==> config.mk <==
export PLATFORM = sky130hd
export DESIGN_NAME = prog_delay_line
export DESIGN_NICKNAME = d
export VERILOG_FILES = /design/src/rtl/prog_delay_line.sv
export SDC_FILE = /design/constraint.sdc
export NUM_CORES = 1
export LEC_CHECK = 0
export BUFFER_PORTS_ARGS = -buffer_cell sky130_fd_sc_hd__buf_2
export CAP_MARGIN = 15
export CORE_ASPECT_RATIO = 0.8
export CORE_UTILIZATION = 59
export DETAILED_ROUTE_END_ITERATION = 10
export GPL_TIMING_DRIVEN = 0
export PLACE_DENSITY_LB_ADDON = 0.25
export SETUP_SLACK_MARGIN = 0.05
export SLEW_MARGIN = 10
export SYNTH_ARGS = -nofsm -noshare
export SYNTH_HDL_FRONTEND = slang
export SYNTH_SLANG_ARGS = --single-unit
==> constraint.sdc <==
create_clock -name clk -period 4.7 [get_ports clk]
set_clock_uncertainty 0.15 [all_clocks]
set_input_delay 1.41 -clock clk [delete_from_list [all_inputs] [get_ports clk]]
set_output_delay 1.41 -clock clk [all_outputs]
set_load 0.005 [all_outputs]
==> src/rtl/prog_delay_line.sv <==
// Run-time programmable delay line: up to MAX_DELAY register stages with a per-cycle tap select,
// clock-enable stall, flush, and output-valid blanking while a new delay setting propagates.
module prog_delay_line #(
  parameter int WIDTH     = 3,
  parameter int MAX_DELAY = 8,
  parameter int DSEL_W    = 4
) (
  input  logic              clk,
  input  logic              rst,
  input  logic              en,
  input  logic              flush,
  input  logic [DSEL_W-1:0] delay_sel,
  input  logic [WIDTH-1:0]  sig_in,
  input  logic              in_valid,
  output logic [WIDTH-1:0]  sig_out,
  output logic              out_valid,
  output logic              settled
);

  // Handshake: there is no backpressure. in_valid qualifies sig_in on every enabled edge, and
  // sig_out is meaningful only while out_valid=1. out_valid is forced low until the current
  // tap has been refilled with samples taken under a stable setting.

  localparam logic [DSEL_W-1:0] MAX_D = DSEL_W'(MAX_DELAY);

  logic [WIDTH-1:0]  s_data [1:MAX_DELAY];
  logic [MAX_DELAY:1] s_valid;
  logic [DSEL_W-1:0] d_eff;
  logic [DSEL_W-1:0] d_q;
  logic [DSEL_W-1:0] cnt;
  logic [WIDTH-1:0]  tap_data;
  logic              tap_valid;

  // Out-of-range requests silently clamp to the deepest stage.
  assign d_eff   = (delay_sel > MAX_D) ? MAX_D : delay_sel;
  assign settled = (d_eff == d_q) && (cnt >= d_eff);

  always_comb begin
    tap_data  = sig_in;
    tap_valid = in_valid;
    for (int k = 1; k <= MAX_DELAY; k++) begin
      if (d_eff == DSEL_W'(k)) begin
        tap_data  = s_data[k];
        tap_valid = s_valid[k];
      end
    end
  end

  assign sig_out   = tap_data;
  assign out_valid = tap_valid & settled;

  // Flush drops only the valid bits; stale data stays but can never be qualified.
  always_ff @(posedge clk or posedge rst) begin
    if (rst) begin
      for (int k = 1; k <= MAX_DELAY; k++) begin
        s_data[k] <= '0;
      end
      s_valid <= '0;
    end else if (flush) begin
      s_valid <= '0;
    end else if (en) begin
      s_data[1]  <= sig_in;
      s_valid[1] <= in_valid;
      for (int k = 2; k <= MAX_DELAY; k++) begin
        s_data[k]  <= s_data[k-1];
        s_valid[k] <= s_valid[k-1];
      end
    end
  end

  // d_q tracks the setting on every edge so a change is seen even while stalled.
  always_ff @(posedge clk or posedge rst) begin
    if (rst) begin
      d_q <= '0;
      cnt <= '0;
    end else begin
      d_q <= d_eff;
      if ((d_eff != d_q) || flush) begin
        cnt <= '0;
      end else if (en && (cnt < MAX_D)) begin
        cnt <= cnt + DSEL_W'(1);
      end
    end
  end

endmodule

### Yosys cells after proc, flatten, opt, wreduce, memory -nomap -nowiden

Index checks and enable logic that the tools add are counted.

* register bits: 40
* input port bits: 12
* word-level logic and storage cells: 54

* $add $sub $neg: 1
* order comparisons: 3
* equality and inequality tests: 10
* mux-type cells: 21
* bitwise operators: 2
* reductions and logical operators: 6

Operators with widths (count)
* 3-bit 2-to-1 mux: 8
* 4-bit by 3-bit == test with 1-bit output, second input constant: 4
* 8-bit 2-to-1 mux: 2
* 4-bit 2-to-1 mux: 3
* 4-bit by 2-bit == test with 1-bit output, second input constant: 2
* 1-bit 2-to-1 mux: 8
* 4-bit by 1-bit adder with 4-bit output, second input constant: 1
* 4-bit by 1-bit == test with 1-bit output, second input constant: 1
* 4-bit == test: 1
* 4-bit == test, second input constant: 1
* 4-bit >= comparator: 1
* 4-bit > comparator, second input constant: 1
* 4-bit < comparator, second input constant: 1
* 4-bit inequality test: 1
* 2-bit nonzero test: 2
* 1-bit logical AND: 2
* 2-bit AND reduction: 1
* 1-bit AND: 1
* 1-bit logical OR: 1
* 1-bit inverter: 1

### Depth between registers and ports, before layout

Gate-level depths: netlist (run 1).

* word-level depth: 12
* mapped depth: 8
* depth with buffers taken out: 7

### Least setup slack after synthesis (run 1)

OpenSTA, ideal clock, no wires.

* path kind: in2out
* from: in delay_sel[3]
* to: out out_valid
* arrival: 2848 ps
* required time: 3140 ps
* slack: 292 ps
* cell stages on the path: 7
* path buffers: 2
* path through: buf_6 -> clkbuf_1 -> nor2_1 -> ha_1 -> o21ai_0 -> a221o_1 -> nor4_1

* cells in the longest elaborated chain, start to end: 12

RTL lines
* start: declaration: line 12 `input logic [DSEL_W-1:0] delay_sel,`
* 4-bit > comparator (*): line 35 `assign d_eff = (delay_sel > MAX_D) ? MAX_D : delay_sel;`
* 4-bit 2-to-1 mux (*): line 35
* net d_eff[0]: line 28 `logic [DSEL_W-1:0] d_eff;`
* 4-bit by 1-bit == test with 1-bit output: line 42 `if (d_eff == DSEL_W'(k)) begin`
* 1-bit 2-to-1 mux (8 in a row): line 42
* 1-bit AND (*): line 50 `assign out_valid = tap_valid & settled;`
* end: declaration: line 16 `output logic out_valid,`

The timed path passes the listed nets; every way through them passes the cells marked *.

### Final worst setup path (run 1)

* from: in delay_sel[1]
* to: out out_valid

* cells in the longest elaborated chain, start to end: 12

RTL lines (line)
* 4-bit > comparator: 35
* 4-bit 2-to-1 mux (*): 35
* 4-bit by 1-bit == test with 1-bit output: 42
* 1-bit 2-to-1 mux (8 in a row): 42
* 1-bit AND (*): 50

Mark *: on every way between the ends. The rest lies on a longest branch, timed or not.

==> summary.txt, run 1 <==
Outcome
  • Status: finished clean

STA
  • Fin crit share: between 90% and 100%
  • Relative slew slack: 45.3%
  • Fmax: 222 MHz
  • Final setup viols: 0
  • Unrepaired setup endpoints after global routing: no
  • Slew Viols, Final: 0
  • Hold Vio Cnt, Final: 0
  • Setup slack after layout: around 0.19 ns
  • Final critical-path required period: 4.51 ns
  • Worst Tran Pin Value: 0.820 ns

Route
  • DRT Pass-1 Iters: 4
  • Drt wl/cell: 17.0 um
  • ANT nets after route: 0
  • Vias after detailed routing: 1528
  • Avg Vias per Cell: 6.19
  • Final wirelength: between 4000 and 5000 um
  • Post-route DRC: 0
  • Starting DRT DRC Count: between 100 and 150

Critical path
  • Worst setup SP type: input pin
  • Worst EP arrival: 2.95 ns
  • Peak per-stage delay on the critical path: 0.38 ns
  • Worst-path maximum fanout: 10
  • CP Capture Type: output port
  • CP max-delay cell: mux4_2
  • Cell Chain, Critical Path: buf_2, clkbuf_1, mux4_2, a21o_1, a41oi_1, nor4_1, buf_2
  • Critical path class: in -> out
  • Data required time of the worst path: around 3.1 ns
  • CP dominant cell by count: buf_2

Global routing
  • Overall Global Routing Usage: 25.6%
  • Vias in the first global route: 1536
  • Largest net degree at the start of global routing: about 40
  • Initial antenna violation count: 0
  • First-pass GRT wire length: 7160 um
  • Congestion Overflow GR: 0

Clock tree
  • Clock slew at reported path FFs: 0.08 ns
  • CTS tree: yes
  • Post-CTS Setup Bufs: 0
  • Skew-Pair Late Insertion Delay: 0.29 ns
  • PostCTS Resize Cnt: 0
  • Max H-tree Level: 2
  • Total CTS buffers: 5
  • Clock buffer depth: 2
  • Hold-fix buffers, CTS: 0
  • Root Buffer: clkbuf_8
  • CTS Sinks: 40

Synth
  • Post-Syn Area: ~0.0021 mm2
  • Mapped Avg Cell Area: 11.2 um2
  • Post-synthesis sequential area ratio: a little under half
  • Syn_nets: 204
  • Distinct cell type count after synthesis: 37
  • Synth Flop Type: dfrtp_1
  • Syn Inst Count: about 190
  • Ys Warns: 0
  • Asr flop ratio synth: 100%
  • #FFs+latches synth: 40
  • Number of synthesized flops with an enable pin: 0

Floorplan
  • Die area: between 0.003 and 0.004 mm2
  • CORE AREA: 0.00324 mm2
  • Row count: 18
  • Num ports: 17
  • Die Wd: slightly below 70 um
  • Die H: around 55 um
  • Initial Util: 64.6%

Run
  • Max-cap violations: 0

Layout
  • Nets: between 200 and 250
  • Share of layout cells above drive strength 1: 15.5%
  • Post-layout util: 70.6%
  • Layout area overhead: 9.25%
  • # diodes: 0

Placement
  • Placer congestion estimate: roughly 0.90
  • Post-DP HPWL: 3090 um
  • Buffers on Ports: 14
  • Setup WS pre-CTS: -0.0410 ns

Power
  • Worst VDD drop: between 0.0002 and 0.0003 V
  • Pwr/cell area: 385 mW/mm2
  • Leak: 0.00107 uW

Hold path
  • Hold Path Class: reg -> reg
-- power breakdown --
group	internal [uW]	leakage, uW	switching [uW]
Sequential	428	0.000505	62.3
Clock	101	0.0000410	113
Combinational	96.1	0.000523	81.6
-- logic make-up after synthesis --
logic type                 share of synthesized area (%)
and+or+nand+nor                                     10.6
xor gates and xnor gates                            1.67
AOI/OAI and AO/OA                                   10.7
DFF                                                 47.8
muxes                                               21.7
buffers and inverters                               4.60
adders and majority gates                           2.99
-- cell usage after synthesis, drive strengths merged, types with 2 or more instances --
master / n / area [um2]
mux2: 26 / 293
nor4: 6 / 37.5
mux2i: 14 / 140
a221oi: 2 / 17.5
nor2b: 5 / 31.3
nand2b: 2 / 12.5
o22ai: 5 / 31.3
o21ai: 9 / 45.0
nor2: 16 / 60.1
buf: 7 / 43.8
dfrtp: 40 / 1000
inv: 9 / 33.8
a31oi: 2 / 12.5
xnor2: 2 / 17.5
nand2: 6 / 22.5
a21oi: 3 / 15.0
a221o: 3 / 30.0
xor2: 2 / 17.5
ha: 5 / 62.6
a21o: 3 / 22.5
nor3: 3 / 15.0
clkbuf: 5 / 18.8
a41oi: 2 / 17.5
-- area by class of cell --
class                           count  area [um2]
Tap cell                           40        50.0
Fill cell                         245         953
Sequential cell                    40        1000
Timing Repair Buffer               14        70.1
Multi-Input combinational cell    126         998
Inverter                            9        33.8
Clock inverter                      1        5.00
Buffer                             11        58.8
Clock buffer                        6        72.6
-- sequential cells by signal (all words and copies together), names as in the netlist --
name and flops:
s_valid 8, cnt 4, d_q 4, s_data 24
-- worst max-delay path: cells and delay by family --
kind / cells / cell delay (ns)
AOI/OAI and AO/OA: 2 / 0.41
buffers and inverters: 3 / 0.68
muxes: 1 / 0.38
and+or+nand+nor: 1 / 0.08
-- routing by layer --
layer | share of wire (%) | wire length, um | global-route usage, % | vias up
li1 | - | - | - | 708
met1 | 47 | 1960 | 35.5 | 757
met2 | 47 | 1960 | 38.7 | 56
met3 | 5.9 | 247 | 6.82 | 7
met4 | 0.98 | 41 | 8.33 | 0
met5 | 0 | 0 | 0 | -
-- per-stage QoR --
step           instance area [um2]  power, uW  cells  TNS [ns]  hold slack [ns]
2_1_floorplan                 2100        612    187         0            0.308
3_3_place_gp                  2220        657    241         0            0.323
3_5_place_dp                  2220        675    241   -0.0410            0.325
4_1_cts                       2290        884    247         0            0.341
5_1_grt                       2290        931    247         0            0.358
6_report                      2290        882    247         0            0.343
-- cell usage in the layout, fill, tap and decap left out, types with 3 or more instances in the layout --
cell,n
dfrtp_1,40
mux2_1,26
buf_2,19
nor2_1,16
mux2i_1,14
inv_1,6
nand2_1,6
nor4_1,6
o21ai_0,6
nor2b_1,5
clkbuf_1,5
o22ai_1,5
ha_1,5
clkbuf_8,5
nor3_1,3
inv_2,3
a21oi_1,3
o21ai_1,3
a221o_1,3
a21o_1,3
-- worst paths after layout --
path	startpoint	endpoint	slack [ns]	cells past startpoint
worst max-delay path	delay_sel[1]	out_valid	0.19	7
worst min-delay path	s_data[0]$_DFFE_PP0P_	s_data[0]$_DFFE_PP0P_	0.34	1
worst max register to register	d_q[0]$_DFF_PP0_	cnt[2]$_DFFE_PP0P_	3.15	4
worst min register to register	s_data[0]$_DFFE_PP0P_	s_data[0]$_DFFE_PP0P_	0.34	1
max in group asynchronous	rst	s_data[5]$_DFFE_PP0P_	2.75	2
min in group asynchronous	rst	s_data[17]$_DFFE_PP0P_	1.13	2
Note: power is estimated with default switching activity, not from simulation.
==> run 2: changes to the inputs <==
GPL_TIMING_DRIVEN = default   (was 0)
==> summary.txt, run 2 (synthesis results as in run 1) <==
Placement
  • Placer congestion estimate: about 0.88
  • Buffers on Ports: 16
  • Post-DP HPWL: 3020 um

STA
  • TNS Setup: 0 ns
  • Fmax: 223 MHz
  • Final critical-path required period: 4.48 ns
  • Fin crit share: between 90% and 100%
  • Relative slew slack: 55.3%
  • Hold Vio Cnt, Final: 0
  • Unrepaired setup endpoints after global routing: no
  • Slew Viols, Final: 0
  • Final setup viols: 0
  • Worst Tran Pin Value: 0.666 ns

Critical path
  • CP Capture Type: output port
  • Data required time of the worst path: 3.14 ns
  • Worst-path maximum fanout: 13
  • Worst setup SP type: input pin
  • Peak per-stage delay on the critical path: ~0.52 ns
  • Cell Chain, Critical Path: buf_2, buf_4, xor2_1, nor3_1, nor3_1, nor4_1, buf_2
  • Flop2flop setup slack: 3.14 ns
  • Critical path class: in -> out
  • Worst EP arrival: 2.92 ns
  • CP max-delay cell: nor3_1

Layout
  • Filler Cell Count: 245
  • # diodes: 0
  • Leading cell type in the layout, fill and taps excluded: dfrtp_1
  • Biggest register: s_data
  • Share of layout cells above drive strength 1: ~17%
  • Top Registers: s_data x24, s_valid x8
  • Max reg flops: 24
  • Commonest non-fill, non-tap cells in the layout: 40 x dfrtp_1, 26 x mux2_1, 16 x nor2_1, 16 x buf_2, 14 x mux2i_1
  • Nets: between 200 and 250
  • Layout area overhead: 9.55%

Route
  • DRT Pass-1 Iters: 4
  • Post-route DRC: 0
  • Drt wl/cell: 16.6 um
  • Vias after detailed routing: roughly 1500
  • Avg Vias per Cell: between 5 and 6
  • Final wirelength: 4060 um
  • Starting DRT DRC Count: 139
  • ANT nets after route: 0

Power
  • Pwr/cell area: 393 mW/mm2
  • Worst VDD drop: around 0.00032 V
  • Total power: 902 uW
  • P_int: 641 uW
  • Gate power share: 19.8%
  • Seq pwr share: 54.6%
  • Switch Pwr: approximately 260 uW
  • Part of the power in the clock network: about a quarter
  • Leak: 0.00108 uW
  • Sw Ratio: 28.9%

Clock tree
  • Clock slew at reported path FFs: 0.07 ns
  • Post-CTS Setup Bufs: 0
  • Clock buffer depth: 2
  • PostCTS Resize Cnt: 0
  • Skew-Pair Late Insertion Delay: 0.29 ns
  • Total CTS buffers: 5
  • Max H-tree Level: 2
  • CTS tree: yes
  • Hold-fix buffers, CTS: 0
  • CTS Sinks: 40
  • Root Buffer: clkbuf_8

Floorplan
  • Die area: 0.00380 mm2
  • Row count: 18
  • Initial Util: between 60% and 70%
  • Num ports: 17
  • Die Wd: 68.6 um
  • Die H: around 55 um
  • CORE AREA: 0.00324 mm2

Global routing
  • Largest net degree at the start of global routing: between 40 and 50
  • Initial antenna violation count: 0
  • Overall Global Routing Usage: 24.5%
  • First-pass GRT wire length: 6910 um
  • Vias in the first global route: 1526
  • Congestion Overflow GR: 0

Run
  • Max-cap violations: 0

Hold path
  • Hold Path Class: reg -> reg

Outcome
  • Status: finished clean
-- run 2: final timing paths --
check | startpoint | end | cells after the start
max | delay_sel[0] | out_valid | 7
max reg2reg | d_q[0]$_DFF_PP0_ | cnt[0]$_DFFE_PP0P_ | 4
min | s_data[7]$_DFFE_PP0P_ | s_data[7]$_DFFE_PP0P_ | 1
min in group asynchronous | rst | s_valid[2]$_DFFE_PP0P_ | 3
min reg2reg | s_data[7]$_DFFE_PP0P_ | s_data[7]$_DFFE_PP0P_ | 1
max in group asynchronous | rst | s_data[8]$_DFFE_PP0P_ | 3
-- run 2: through the flow --
step	setup slack (ns)	utilization (%)	cell area (um2)	hold slack [ns]	instances
after global placement	0.259	67.9	2200	0.321	236
after floorplan	0.292	-	2100	0.308	187
after global routing	0.0834	70.8	2300	0.377	244
after detailed placement	0.231	67.9	2200	0.347	236
final	0.221	70.8	2300	0.367	244
after CTS	0.231	70.8	2300	0.365	244
-- run 2: power groups by stage --
stage	registers [uW]	logic [uW]	clock network (uW)
after floorplan	473	139	0
after global placement	493	169	0
after detailed placement	497	179	0
after CTS	491	181	240
after global routing	504	200	257
final	492	179	231
-- run 2: layout make-up --
cell class / count / area, um2 / share of cell area [%]
inverter: 9 / 33.8 / 1.47
multi-input combinational: 126 / 1000 / 43.6
clock inverter: 2 / 10.0 / 0.436
tap: 40 / 50.0 / 2.18
sequential: 40 / 1000 / 43.6
clock buffer: 6 / 82.6 / 3.60
timing repair buffer: 21 / 118 / 5.12
-- run 2: worst max-delay path, delay by kind of cell --
kind | cells | cell delay [ns]
and+or+nand+nor | 3 | 0.71
buffers and inverters | 3 | 0.64
xor gates and xnor gates | 1 | 0.16
-- run 2: layer usage --
metal,track usage (%),routed length (um),share of wire [%]
met5,0,0,0
met3,8.26,207,5.1
met4,5.06,30,0.74
met2,36.7,1850,46
met1,34.3,1970,49
==> run 3: changes to the inputs <==
--- a/config.mk
+++ b/config.mk
@@ -10,3 +10,3 @@
 export CORE_ASPECT_RATIO = 0.8
-export CORE_UTILIZATION = 59
+export CORE_UTILIZATION = 50
 export DETAILED_ROUTE_END_ITERATION = 10
--- a/constraint.sdc
+++ b/constraint.sdc
@@ -4,2 +4,2 @@
 set_output_delay 1.41 -clock clk [all_outputs]
-set_load 0.005 [all_outputs]
+set_load 0.01 [all_outputs]
==> summary.txt, run 3 (synthesis results as in run 1) <==
Route
  • Final wirelength: 4130 um
  • DRT Pass-1 Iters: 4
  • Post-route DRC: 0
  • Starting DRT DRC Count: 165
  • Drt wl/cell: 16.0 um
  • Avg Vias per Cell: 5.72
  • Vias after detailed routing: roughly 1500
  • ANT nets after route: 0

Layout
  • Multi-input logic area: ~0.0010 mm2
  • Layout area overhead: 9.73%
  • Nets: 220
  • Leading cell type in the layout, fill and taps excluded: dfrtp_1
  • Seq. cell area: 0.00100 mm2
  • Share of layout cells above drive strength 1: 15.8%
  • Max reg flops: 24
  • Biggest register: s_data
  • Filler Cell Count: 363
  • # diodes: 0
  • Top Registers: s_data x24, s_valid x8
  • Final Non-Filler Cells: roughly 260
  • Commonest non-fill, non-tap cells in the layout: 40 x dfrtp_1, 26 x mux2_1, 16 x nor2_1, 16 x buf_2, 14 x mux2i_1

Clock tree
  • Post-CTS Setup Bufs: 0
  • Skew-Pair Late Insertion Delay: around 0.30 ns
  • Root Buffer: clkbuf_8
  • Max H-tree Level: 2
  • PostCTS Resize Cnt: 0
  • Total CTS buffers: 5
  • Clock slew at reported path FFs: 0.08 ns
  • CTS Sinks: 40
  • Hold-fix buffers, CTS: 0
  • CTS tree: yes
  • Clock buffer depth: 2

Floorplan
  • Initial Util: 53.7%
  • Die Wd: between 70 and 80 um
  • Die area: 0.00446 mm2
  • Num ports: 17
  • Row count: 20
  • CORE AREA: a little under 0.004 mm2
  • Die H: roughly 60 um

Global routing
  • Largest net degree at the start of global routing: ~40
  • Vias in the first global route: 1439
  • Initial antenna violation count: 0
  • First-pass GRT wire length: 7010 um
  • Congestion Overflow GR: 0
  • Overall Global Routing Usage: a little over a fifth

Placement
  • Placed Cells: 251
  • Post-DP HPWL: 3030 um
  • Placer congestion estimate: 1.01
  • Buffers on Ports: 16

Critical path
  • CP max-delay cell: a221o_1
  • CP Capture Type: output port
  • R2R Path Start: d_q[1]$_DFF_PP0_
  • Data required time of the worst path: roughly 3.1 ns
  • Worst setup SP type: input pin
  • Critical path launch point: delay_sel[3]
  • Worst EP arrival: 2.95 ns
  • Flop2flop setup slack: roughly 3.1 ns
  • Peak per-stage delay on the critical path: 0.33 ns
  • Critical path class: in -> out
  • Worst-path maximum fanout: 11
  • Cell Chain, Critical Path: buf_2, nand2b_1, ha_1, o21ai_0, a221o_1, nor4_1, buf_2
  • CP dominant cell by count: buf_2

STA
  • Fin Hold WS: 0.358 ns
  • Fmax: approximately 220 MHz
  • Relative slew slack: 61.0%
  • Slew Viols, Final: 0
  • Final setup viols: 0
  • Final critical-path required period: 4.51 ns
  • Fin crit share: 95.9%
  • TNS Setup: 0 ns
  • Worst Tran Pin Value: 0.581 ns
  • Hold Vio Cnt, Final: 0
  • Unrepaired setup endpoints after global routing: no

Run
  • Max-cap violations: 0

Hold path
  • Hold Path Class: reg -> reg
  • Min-delay src: s_data[0]$_DFFE_PP0P_

Power
  • Pwr/cell area: 384 mW/mm2
  • Leak: 0.00107 uW
  • Worst VDD drop: 0.000278 V

Outcome
  • Status: finished clean
==> run 3: cell types whose count changed in the layout (fill, tap and decap cells not counted) <==
cell,before,now
clkbuf_8,6,5
clkbuf_1,0,1
clkinv_2,2,1
==> run 3: final timing paths <==
check | cells after the start | end
worst max-delay path | 7 | out_valid
worst min-delay path | 1 | s_data[0]$_DFFE_PP0P_
worst max register to register | 3 | cnt[1]$_DFFE_PP0P_
worst min register to register | 1 | s_data[0]$_DFFE_PP0P_
max in group asynchronous | 3 | s_valid[3]$_DFFE_PP0P_
min in group asynchronous | 3 | d_q[0]$_DFF_PP0_
==> run 3: critical path: cells and delay by family <==
| family | cells | cell delay, ns |
|---|---|---|
| adders and majority gates | 1 | 0.32 |
| and+or+nand+nor | 2 | 0.47 |
| buffers and inverters | 2 | 0.33 |
| AOI/OAI and AO/OA | 2 | 0.41 |
==> run 3: final cells by class <==
| type | count | area share, % |
|---|---|---|
| clock buffers | 6 | 3.16 |
| clock inverters | 1 | 0.218 |
| inverters | 9 | 1.47 |
| multi-input cells | 126 | 43.5 |
| flip-flops and latches | 40 | 43.5 |
| well taps | 55 | 2.99 |
| repair buffers | 21 | 5.11 |
==> run 3: through the flow <==
stage               utilization (%)  worst slack, ns  instance area (um2)  power (uW)
global placement               56.9            0.237                 2220         664
detailed placement             56.9            0.214                 2220         679
finish                         58.9            0.192                 2300         884
CTS                            58.9            0.206                 2300         890
floorplan                         -            0.154                 2100         616
global route                   58.9           0.0651                 2300         937
==> run 3: power breakdown <==
part / switching [uW] / leakage, uW / internal [uW]
clock network: 112 / 0.0000410 / 101
logic: 84.8 / 0.000520 / 96.2
registers: 61.4 / 0.000505 / 428
total: 259 / 0.00107 / 625
==> run 3: per-layer routing <==
layer / GRT usage, % / part of all wire (%) / up-vias
li1: - / - / 703
met1: 31.3 / 47 / 734
met2: 32.3 / 47 / 35
met3: 4.72 / 5.4 / 5
met4: 8.09 / 1.1 / 0
met5: 0 / 0 / -
